### src/rtl/cic_ctrl_if.sv
`default_nettype none
`timescale 1ns/1ps
// ============================================================================
//  Module   : cic_ctrl_if
//  Brief    : Control/handshake bundle between the CIC decimation controller
//             and its surroundings (enable, comb data in, sample stream out).
//  Revision : 1.0 - initial release
// ============================================================================
interface cic_ctrl_if #(
    parameter int OW = 19
);
    logic          i_enable;
    logic [OW-1:0] i_cic_data;
    logic          i_ready;
    logic          i_clr_overrun;
    logic          o_pdm_clk;
    logic          o_sample_en;
    logic          o_dec_strobe;
    logic [OW-1:0] o_data;
    logic          o_valid;
    logic          o_overrun;
    logic [1:0]    o_state;

    // Controller side: drives the PDM clock, pulses and the sample stream
    modport master (
        input  i_enable, i_cic_data, i_ready, i_clr_overrun,
        output o_pdm_clk, o_sample_en, o_dec_strobe, o_data, o_valid,
        output o_overrun, o_state
    );

    // Environment side: requests operation and consumes samples
    modport slave (
        output i_enable, i_cic_data, i_ready, i_clr_overrun,
        input  o_pdm_clk, o_sample_en, o_dec_strobe, o_data, o_valid,
        input  o_overrun, o_state
    );
endinterface
`default_nettype wire

### src/rtl/cic_ctrl.sv
`default_nettype none
`timescale 1ns/1ps
// ============================================================================
//  Module   : cic_ctrl
//  Brief    : Timing/control for a PDM CIC decimator: PDM clock generation,
//             integrator/comb advance pulses, warm-up discard, output
//             capture with valid/ready handshake and sticky overrun flag.
//  Revision : 1.0 - initial release
// ============================================================================
module cic_ctrl #(
    parameter int OW      = 19,
    parameter int R       = 16,
    parameter int N       = 3,
    parameter int PDM_DIV = 4
) (
    input  wire logic  clk,
    input  wire logic  i_reset,
    cic_ctrl_if.master bus
);

    localparam int c_div_w  = $clog2(PDM_DIV);
    localparam int c_dec_w  = $clog2(R);
    localparam int c_warm_w = $clog2(N + 1);

    localparam logic [c_div_w-1:0]  c_div_last  = c_div_w'(PDM_DIV - 1);
    localparam logic [c_div_w-1:0]  c_div_half  = c_div_w'(PDM_DIV / 2);
    localparam logic [c_dec_w-1:0]  c_dec_last  = c_dec_w'(R - 1);
    localparam logic [c_warm_w-1:0] c_warm_last = c_warm_w'(N - 1);

    typedef enum logic [1:0] {
        ST_IDLE   = 2'd0,
        ST_WARMUP = 2'd1,
        ST_RUN    = 2'd2,
        ST_STOP   = 2'd3
    } state_t;

    state_t              r_state;
    logic [c_div_w-1:0]  r_div;
    logic [c_dec_w-1:0]  r_dec;
    logic [c_warm_w-1:0] r_warm;
    logic                r_pdm_clk;
    logic                r_sample_en;
    logic                r_dec_strobe;
    logic                r_cap_pend;   // strobe seen last cycle: capture now
    logic                r_stop_cap;   // that strobe happened in STOP
    logic [OW-1:0]       r_data;
    logic                r_valid;
    logic                r_overrun;

    logic [c_div_w-1:0]  w_div_nxt;
    logic [c_dec_w-1:0]  w_dec_nxt;
    logic                w_sample_nxt;
    logic                w_strobe_nxt;

    // Next-cycle counter values; outputs are registered from these so that
    // each pulse lines up with the counter value of the cycle it appears in
    always_comb begin
        w_div_nxt    = (r_div == c_div_last) ? '0 : r_div + 1'b1;
        w_dec_nxt    = r_dec;
        if (r_sample_en) begin
            w_dec_nxt = (r_dec == c_dec_last) ? '0 : r_dec + 1'b1;
        end
        w_sample_nxt = (w_div_nxt == c_div_last);
        w_strobe_nxt = w_sample_nxt && (w_dec_nxt == c_dec_last);
    end

    // Sequencer: state, counters and registered clock/pulse outputs
    always_ff @(posedge clk or negedge i_reset) begin
        if (!i_reset) begin
            r_state      <= ST_IDLE;
            r_div        <= '0;
            r_dec        <= '0;
            r_warm       <= '0;
            r_pdm_clk    <= 1'b0;
            r_sample_en  <= 1'b0;
            r_dec_strobe <= 1'b0;
            r_cap_pend   <= 1'b0;
            r_stop_cap   <= 1'b0;
        end else begin
            r_cap_pend <= 1'b0;
            r_stop_cap <= 1'b0;
            // Free-running PDM timing outside IDLE; IDLE branches override
            r_div        <= w_div_nxt;
            r_dec        <= w_dec_nxt;
            r_pdm_clk    <= (w_div_nxt < c_div_half);
            r_sample_en  <= w_sample_nxt;
            r_dec_strobe <= w_strobe_nxt;
            case (r_state)
                ST_IDLE: begin
                    r_div        <= '0;
                    r_dec        <= '0;
                    r_warm       <= '0;
                    r_sample_en  <= 1'b0;
                    r_dec_strobe <= 1'b0;
                    r_pdm_clk    <= 1'b0;
                    if (bus.i_enable) begin
                        r_state   <= ST_WARMUP;
                        r_pdm_clk <= 1'b1;   // first WARMUP cycle has div 0
                    end
                end
                ST_WARMUP: begin
                    if (!bus.i_enable) begin
                        r_state      <= ST_IDLE;
                        r_div        <= '0;
                        r_dec        <= '0;
                        r_warm       <= '0;
                        r_pdm_clk    <= 1'b0;
                        r_sample_en  <= 1'b0;
                        r_dec_strobe <= 1'b0;
                    end else if (r_dec_strobe) begin
                        // Warm-up outputs are discarded; the N-th one too
                        r_warm <= r_warm + 1'b1;
                        if (r_warm == c_warm_last) begin
                            r_state <= ST_RUN;
                        end
                    end
                end
                ST_RUN: begin
                    r_cap_pend <= r_dec_strobe;
                    if (!bus.i_enable) begin
                        r_state <= ST_STOP;
                    end
                end
                default: begin
                    // STOP: finish the frame in flight, then park in IDLE
                    r_cap_pend <= r_dec_strobe;
                    r_stop_cap <= r_dec_strobe;
                    if (r_stop_cap) begin
                        r_state      <= ST_IDLE;
                        r_div        <= '0;
                        r_dec        <= '0;
                        r_warm       <= '0;
                        r_pdm_clk    <= 1'b0;
                        r_sample_en  <= 1'b0;
                        r_dec_strobe <= 1'b0;
                    end
                end
            endcase
        end
    end

    // Output holding register: capture, handshake transfer, overrun flag
    always_ff @(posedge clk or negedge i_reset) begin
        if (!i_reset) begin
            r_data    <= '0;
            r_valid   <= 1'b0;
            r_overrun <= 1'b0;
        end else begin
            if (r_cap_pend) begin
                r_data  <= bus.i_cic_data;
                r_valid <= 1'b1;
            end else if (r_valid && bus.i_ready) begin
                r_valid <= 1'b0;
            end
            // A set beats a simultaneous clear
            if (r_cap_pend && r_valid && !bus.i_ready) begin
                r_overrun <= 1'b1;
            end else if (bus.i_clr_overrun) begin
                r_overrun <= 1'b0;
            end
        end
    end

    assign bus.o_pdm_clk    = r_pdm_clk;
    assign bus.o_sample_en  = r_sample_en;
    assign bus.o_dec_strobe = r_dec_strobe;
    assign bus.o_data       = r_data;
    assign bus.o_valid      = r_valid;
    assign bus.o_overrun    = r_overrun;
    assign bus.o_state      = r_state;

endmodule
`default_nettype wire

### src/flat_wrapper.sv
// flat-port wrapper written by rule: the top's interface ports become plain ports
module cic_ctrl_flat 
#(
    parameter int OW      = 19,
    parameter int R       = 16,
    parameter int N       = 3,
    parameter int PDM_DIV = 4
)
  (clk, i_reset, bus_i_enable, bus_i_cic_data, bus_i_ready, bus_i_clr_overrun, bus_o_pdm_clk, bus_o_sample_en, bus_o_dec_strobe, bus_o_data, bus_o_valid, bus_o_overrun, bus_o_state);
  cic_ctrl_if #(.OW(OW)) bus_i ();
  input  wire logic clk;
  input  wire logic i_reset;
  input wire logic [$bits(bus_i.i_enable)-1:0] bus_i_enable;
  input wire logic [$bits(bus_i.i_cic_data)-1:0] bus_i_cic_data;
  input wire logic [$bits(bus_i.i_ready)-1:0] bus_i_ready;
  input wire logic [$bits(bus_i.i_clr_overrun)-1:0] bus_i_clr_overrun;
  output wire logic [$bits(bus_i.o_pdm_clk)-1:0] bus_o_pdm_clk;
  output wire logic [$bits(bus_i.o_sample_en)-1:0] bus_o_sample_en;
  output wire logic [$bits(bus_i.o_dec_strobe)-1:0] bus_o_dec_strobe;
  output wire logic [$bits(bus_i.o_data)-1:0] bus_o_data;
  output wire logic [$bits(bus_i.o_valid)-1:0] bus_o_valid;
  output wire logic [$bits(bus_i.o_overrun)-1:0] bus_o_overrun;
  output wire logic [$bits(bus_i.o_state)-1:0] bus_o_state;
  assign bus_i.i_enable = bus_i_enable;
  assign bus_i.i_cic_data = bus_i_cic_data;
  assign bus_i.i_ready = bus_i_ready;
  assign bus_i.i_clr_overrun = bus_i_clr_overrun;
  assign bus_o_pdm_clk = bus_i.o_pdm_clk;
  assign bus_o_sample_en = bus_i.o_sample_en;
  assign bus_o_dec_strobe = bus_i.o_dec_strobe;
  assign bus_o_data = bus_i.o_data;
  assign bus_o_valid = bus_i.o_valid;
  assign bus_o_overrun = bus_i.o_overrun;
  assign bus_o_state = bus_i.o_state;
  cic_ctrl #(.OW(OW), .R(R), .N(N), .PDM_DIV(PDM_DIV)) u_core (.clk(clk), .i_reset(i_reset), .bus(bus_i));
endmodule
### config.mk
export PLATFORM = sky130hd
export DESIGN_NAME = cic_ctrl_flat
export DESIGN_NICKNAME = d
export VERILOG_FILES = /design/src/rtl/cic_ctrl_if.sv /design/src/rtl/cic_ctrl.sv /design/src/flat_wrapper.sv
export SDC_FILE = /design/constraint.sdc
export NUM_CORES = 1
export LEC_CHECK = 0
export CORE_ASPECT_RATIO = 1.2
export CORE_MARGIN = 3
export CORE_UTILIZATION = 42
export CTS_BUF_LIST = sky130_fd_sc_hd__clkbuf_8
export CTS_CLUSTER_SIZE = 24
export DETAILED_ROUTE_END_ITERATION = 12
export HOLD_SLACK_MARGIN = 0.1
export PLACE_DENSITY_LB_ADDON = 0.1
export RECOVER_POWER = 50
export SYNTH_ARGS = -nofsm -noshare
export SYNTH_HDL_FRONTEND = slang
export SYNTH_SLANG_ARGS = --single-unit
### constraint.sdc
create_clock -name clk -period 1.2 [get_ports clk]
set_input_delay 0.12 -clock clk [delete_from_list [all_inputs] [get_ports clk]]
set_output_delay 0.12 -clock clk [all_outputs]
set_load 0.01 [all_outputs]
# After elaboration in Yosys (flattened, before gate mapping)
# Index checks and enable logic that the tools add are counted.
totals:
  elab_cells: 77
  out_inout_bits: 26
  inputBits: 24
  register_bits: 36
op_classes:
  order_cmp: 1
  muxes: 35
  bitwise_logic: 1
  reduce_logical: 14
  n_eq_ne: 11
  add_sub_neg: 3
ops:
  columns: ["operator", "n"]
  rows:
  - ["2-to-1 mux 2 bit", 11]
  - ["case mux 2 bit (3 select lines)", 3]
  - ["2-to-1 mux 4 bit", 4]
  - ["2-to-1 mux 1 bit", 13]
  - ["case mux 4 bit (3 select lines)", 1]
  - ["case mux 1 bit (3 select lines)", 3]
  - ["== test 2 bit, second input constant", 4]
  - ["== test 4 bit, second input constant", 2]
  - ["!= test 3 x 2 -> 1 bit, second input constant", 2]
  - ["AND reduction 5 bit", 1]
  - ["adder 2 x 1 -> 2 bit, second input constant", 2]
  - ["adder 4 x 1 -> 4 bit, second input constant", 1]
  - ["logical AND 1 bit", 4]
  - ["!= test 2 bit, second input constant", 2]
  - ["nonzero test 2 bit", 2]
  - ["nonzero test 4 bit", 1]
  - ["AND reduction 3 bit", 1]
  - ["nonzero test 3 bit", 1]
  - ["OR reduction 3 bit", 1]
  - ["== test 2 x 1 -> 1 bit, second input constant", 1]
  - ["zero test 2 bit", 1]
  - ["< comparator 2 bit, second input constant", 1]
  - ["OR reduction 2 bit", 1]
  - ["zero test 1 bit", 1]
  - ["inverter 1 bit", 1]

# Logic depth before layout (Yosys ltp)
depth:
  depth_word: 7
  mapped_depth: 5
  mapped_depth_nobuf: 5

# Worst setup path after synthesis
# No wires, ideal clock.
synth_timing:
  path_type: "register to register"
  start: "reg u_core.r_dec[0]"
  end: "reg u_core.r_dec_strobe (netlist: u_core.bus.o_dec_strobe)"
  path_slack_ns: 0.015
  required_ns: 1.076
  arrival_time_ns: 1.061
  period_less_slack_ns: 1.185
  path_stages_with_launch: 5
  path_cell_list: "dfrtp_1 -> ha_1 -> xor2_1 -> a32oi_1 -> nor4_2"
synth_via:
  elab_chain_cells: 7
  elab_cells_between_ends: 9
synth_lines:
  columns: ["element", "line", "source"]
  rows:
  - ["start, declared", "cic_ctrl.sv:39", "logic [c_dec_w-1:0] r_dec;"]
  - ["start signal, assigned", "cic_ctrl.sv:84", "r_dec <= w_dec_nxt;"]
  - ["adder 4 x 1 -> 4 bit / == test 4 bit (equally long branches)", "cic_ctrl.sv:61", "w_dec_nxt = (r_dec == c_dec_last) ? '0 : r_dec + 1'b1;"]
  - ["2-to-1 mux 4 bit", "cic_ctrl.sv:61", null]
  - ["2-to-1 mux 4 bit (*)", "cic_ctrl.sv:60", "if (r_sample_en) begin"]
  - ["== test 4 bit (*)", "cic_ctrl.sv:64", "w_strobe_nxt = w_sample_nxt && (w_dec_nxt == c_dec_last);"]
  - ["logical AND 1 bit (*)", "cic_ctrl.sv:64", null]
  - ["2-to-1 mux 1 bit, on equally long branches", "cic_ctrl.sv:128, cic_ctrl.sv:102", null]
  - ["case mux 1 bit (3 select lines) (*)", "cic_ctrl.sv:88", "case (r_state)"]
  - ["end signal, assigned", "cic_ctrl.sv:87", "r_dec_strobe <= w_strobe_nxt;"]
  - ["end, declared", "cic_ctrl.sv:43", "logic r_dec_strobe;"]
# Mark *: on every way between the ends. The rest lies on a longest branch, timed or not.
# A chain may end at the register's enable or synchronous reset.

# Worst setup path after layout
layout_timing:
  start: "reg u_core.r_dec[1]"
  end: "reg u_core.r_dec_strobe (netlist: u_core.bus.o_dec_strobe)"
# Same word-level chain as after synthesis.

==> impl_results.md <==
* Initial drt markers at 19
* CTS Sinks at 36
* Die width at 61.13 um
* Clock root buffer master: sky130_fd_sc_hd__clkbuf_8
* LEAKAGE at 1.242 nW
* Number of iterations in the first detailed-routing pass at 4
* Placer Congestion at 0.8185
* Crit path capture type: register
* DP HPWL at around 2500 um
* Number of buffers added on ports at 49
* Std-Cell Core Area at 0.003425 mm2
* Number of endpoints with negative hold slack in the final report at 0
* Startpoint types: register
* Clock buffers created by TritonCTS at 5
* Worst hold margin at 0.4104 ns
* Number of placed cells counting well taps at 217
* Number of cell instances on the worst register-to-register path at 4
* Setup CP Type: reg -> reg
* Wire length of the first global-routing pass at 5375 um
* Number of top-level pins at 50
* Portion of total power attributed to the clock network at a little under half
* Worst clock skew at 0.004578 ns
* Layout Cells excl Fill at 228
* Standard-cell rows at 23
* Max-capacitance violation count at 0
* Gate count after technology mapping at 121
* Destination of the worst register-to-register timing path: u_core.bus.o_dec_strobe$_DFF_PN0_
* Gate family responsible for the most delay along the worst path: flip-flops
* Final Worst Setup Slack at -0.005431 ns
* Largest net degree at the start of global routing at 37
* Latest clock arrival within the worst-skew pair at 0.29 ns
* Share of layout cells above drive strength 1 at 31.94%
* CTS tree: built
* Required arrival time at the worst endpoint at 1.37 ns
* DIE AREA at 0.004410 mm2
* Critical register-to-register path startpoint: u_core.r_dec[1]$_DFF_PN0_
* Number of storage elements in the synthesis netlist at 36
* Initial antenna violation count at 0
* Part of the cycle the worst path needs at 100.5%
* Final Max Slew Viols at 0
* Critical Path Sink: u_core.bus.o_dec_strobe$_DFF_PN0_
* Maximum achievable frequency at 0.8296 GHz
* Via density per instance at between 5 and 6
* Number of remaining DRC errors at 0
* Vert. Die Dim at between 70 and 80 um
* Wirelength, routed at 3367 um
* RSZ-0062 raised after global routing: yes
* Status: complete, but fails checks
* Initial standard-cell utilization of the core at 44.72%
* Internal at 2.051 mW
* Buffering stage count on the worst path with inverters included at 0
* Worst hold path class: in -> async
* Per-instance average area after synthesis at 12.66 um2
* Worst slew margin relative to its limit at 41.80%
* Sequential group share of total power at 48.0%
* Arrival @ worst endpoint at between 1 and 1.5 ns
* ANT cells at 0
* Clock edge transition at the registers on the reported setup and hold paths at 0.07 ns
* Layout net count at 218
* Comb pwr share at ~6.3%
* Minimum period implied by the final worst setup slack at about 1.2 ns
* Cell area after layout at ~0.0024 mm2
* Source of the critical timing path: u_core.r_dec[1]$_DFF_PN0_
* Cell-by-cell trace of the critical path: ha_4, xor2_2, a32oi_2, nor4_4
* Cell area reported after detailed placement at 0.002175 mm2
* Buffers from clock root to sink, at most at 2
* Number of failing setup endpoints in the final timing report at 1
* Post-synthesis instance area at around 0.0015 mm2
* Cts-stage hold buffer count at 0
* Fraction of power spent switching nets at 19.74%
* Slack of the worst reg-to-reg path at -0.005 ns
* Failing checks: setup timing
* Mean routed wirelength per cell at around 15 um
* Worst Tran Pin Value at between 0.8 and 0.9 ns
* Area added between synthesis and finish at 53.92%
* Number of global-route vias before repair at 1,175
* Power per unit of standard cell area at 1084 mW/mm2
* Util after Layout at 68.83%
* Grt ovf at 0
* Number of levels the H-tree was split into at 2
* Remaining antenna violation count after routing at 0
* Peak supply drop at roughly 0.00093 V
* Slowest stage delay, CP at 0.42 ns
* Synthesized netlist net count at between 100 and 150
* Synthesis Warnings at 0
* Switching power at 504.4 uW
* Place WS at -0.1588 ns
* Count of distinct cell types in the synthesized netlist at 33
* Total track usage at 16.67%
* Peak fanout along the critical path at 4
* Seq/Total Area, Yosys at 58.82%
* Via count at 1,156
* Cell with the largest stage delay on the worst path: sky130_fd_sc_hd__dfrtp_1
* Stages on worst setup path at 4
[worst register-to-register path, cell delays in order (launching register included)]
cell and delay, ns:
sky130_fd_sc_hd__dfrtp_1 0.42, sky130_fd_sc_hd__ha_4 0.19, sky130_fd_sc_hd__xor2_2 0.14, sky130_fd_sc_hd__a32oi_2 0.29, sky130_fd_sc_hd__nor4_4 0.05
[cells in the final DEF (no fill, tap or decap), types with 3 or more instances in the layout]
master | netlist | routed
sky130_fd_sc_hd__ha_1 | 4 | 3
sky130_fd_sc_hd__buf_4 | 0 | 14
sky130_fd_sc_hd__dlygate4sd2_1 | 0 | 26
sky130_fd_sc_hd__mux2_2 | 19 | 19
sky130_fd_sc_hd__a21oi_1 | 6 | 5
sky130_fd_sc_hd__nor2_1 | 5 | 5
sky130_fd_sc_hd__clkdlybuf4s50_1 | 0 | 23
sky130_fd_sc_hd__dfrtp_1 | 36 | 32
sky130_fd_sc_hd__clkbuf_8 | 0 | 7
sky130_fd_sc_hd__dfrtp_2 | 0 | 4
sky130_fd_sc_hd__nand2_1 | 9 | 9
sky130_fd_sc_hd__nand3_1 | 4 | 4
sky130_fd_sc_hd__inv_1 | 7 | 6
[sequential cells by signal (all words and copies together), names as in the netlist]
signal,flops
u_core.bus.o_sample_en,1
u_core.r_cap_pend,1
u_core.r_warm,2
u_core.bus.o_pdm_clk,1
u_core.bus.o_overrun,1
u_core.bus.o_state,2
u_core.r_stop_cap,1
u_core.bus.o_valid,1
u_core.r_div,2
u_core.bus.o_data,19
u_core.bus.o_dec_strobe,1
u_core.r_dec,4
[cell usage after synthesis]
master                     number  area (um2)
sky130_fd_sc_hd__nand2_1        9       33.78
sky130_fd_sc_hd__a41oi_1        1       8.760
sky130_fd_sc_hd__nor4_1         1       6.260
sky130_fd_sc_hd__mux2_2        19       214.0
sky130_fd_sc_hd__nor4_2         1       12.51
sky130_fd_sc_hd__a31o_4         1       17.52
sky130_fd_sc_hd__a21o_1         1       7.510
sky130_fd_sc_hd__clkbuf_2       1       5.000
sky130_fd_sc_hd__a311o_1        1       10.01
sky130_fd_sc_hd__a21oi_1        6       30.03
sky130_fd_sc_hd__o31ai_1        1       7.510
sky130_fd_sc_hd__dfrtp_1       36       900.9
sky130_fd_sc_hd__nor3_1         1       5.000
sky130_fd_sc_hd__a32o_1         1       10.01
sky130_fd_sc_hd__a21oi_2        1       8.760
sky130_fd_sc_hd__buf_2          3       15.01
sky130_fd_sc_hd__nand3_1        4       20.02
sky130_fd_sc_hd__a32oi_1        1       8.760
sky130_fd_sc_hd__or2b_1         1       7.510
sky130_fd_sc_hd__or3_1          1       6.260
sky130_fd_sc_hd__mux2i_1        1       10.01
sky130_fd_sc_hd__nor2_1         5       18.77
sky130_fd_sc_hd__and3_1         1       6.260
sky130_fd_sc_hd__inv_1          7       26.28
sky130_fd_sc_hd__o22ai_1        1       6.260
sky130_fd_sc_hd__a31oi_1        1       6.260
sky130_fd_sc_hd__buf_6          1       11.26
sky130_fd_sc_hd__ha_1           4       50.05
sky130_fd_sc_hd__nor2b_1        3       18.77
sky130_fd_sc_hd__o21ai_0        2       10.01
sky130_fd_sc_hd__and2_1         1       6.260
sky130_fd_sc_hd__xor2_1         2       17.52
sky130_fd_sc_hd__nor4b_1        1       8.760
[cell families after synthesis]
family / synth area share [%]
DFF: 58.82
buffers and inverters: 3.758
muxes: 14.62
and+or+nand+nor: 9.805
xor gates and xnor gates: 1.144
adders and majority gates: 3.268
AOI/OAI and AO/OA: 8.580
[worst min path at each step]
stage / startpoint / endpoint / depth (start not counted) / slack [ns]
floorplan: i_reset / u_core.bus.o_data[0]$_DFFE_PN0P_ / 0 / -0.18
global placement: u_core.r_div[0]$_DFF_PN0_ / u_core.r_div[0]$_DFF_PN0_ / 1 / 0.45
detailed placement: u_core.r_div[0]$_DFF_PN0_ / u_core.r_div[0]$_DFF_PN0_ / 1 / 0.46
CTS: i_reset / u_core.bus.o_dec_strobe$_DFF_PN0_ / 2 / 0.21
global route: bus_i_clr_overrun / u_core.bus.o_overrun$_DFFE_PN0P_ / 3 / 0.43
finish: i_reset / u_core.bus.o_overrun$_DFFE_PN0P_ / 2 / 0.41
[area by class of cell]
| class | count | area [um2] |
|---|---|---|
| fill | 265 | 1067 |
| sequential | 36 | 905.9 |
| multi-input combinational | 73 | 641.9 |
| timing repair buffer | 67 | 610.6 |
| clock buffer | 7 | 96.34 |
| tap | 37 | 46.29 |
| clock inverter | 1 | 30.03 |
| inverter | 7 | 26.28 |
[stage by stage]
step                      total power [mW]   TNS (ns)
after floorplan                      1.283          0
after global placement               1.416    -0.5545
after detailed placement             1.420     -1.075
after CTS                            2.588          0
after global routing                 2.651   -0.08421
final                                2.556  -0.005431
[layer usage]
metal,vias to the layer above,GRT usage [%],wire [um]
met1,543,18.22,1376
met5,-,0,0
met4,0,6.506,55
li1,563,-,-
met2,42,28.59,1659
met3,8,6.050,274
[power groups by stage]
stage / sequential, mW / clock, mW / combinational [mW]
after global placement: 1.25 / 0 / 0.165
final: 1.23 / 1.17 / 0.161
after global routing: 1.23 / 1.25 / 0.177
after floorplan: 1.25 / 0 / 0.0327
after detailed placement: 1.25 / 0 / 0.169
after CTS: 1.23 / 1.19 / 0.169
[what timing repair did]
item | 4_1_cts | 5_1_grt
setup endpoints to repair | 28 | 7
buffers inserted | 1 | 2
resized for setup | 35 | 9
pin swaps | 1 | 6
No activity file was read; power rests on OpenSTA's default activity.
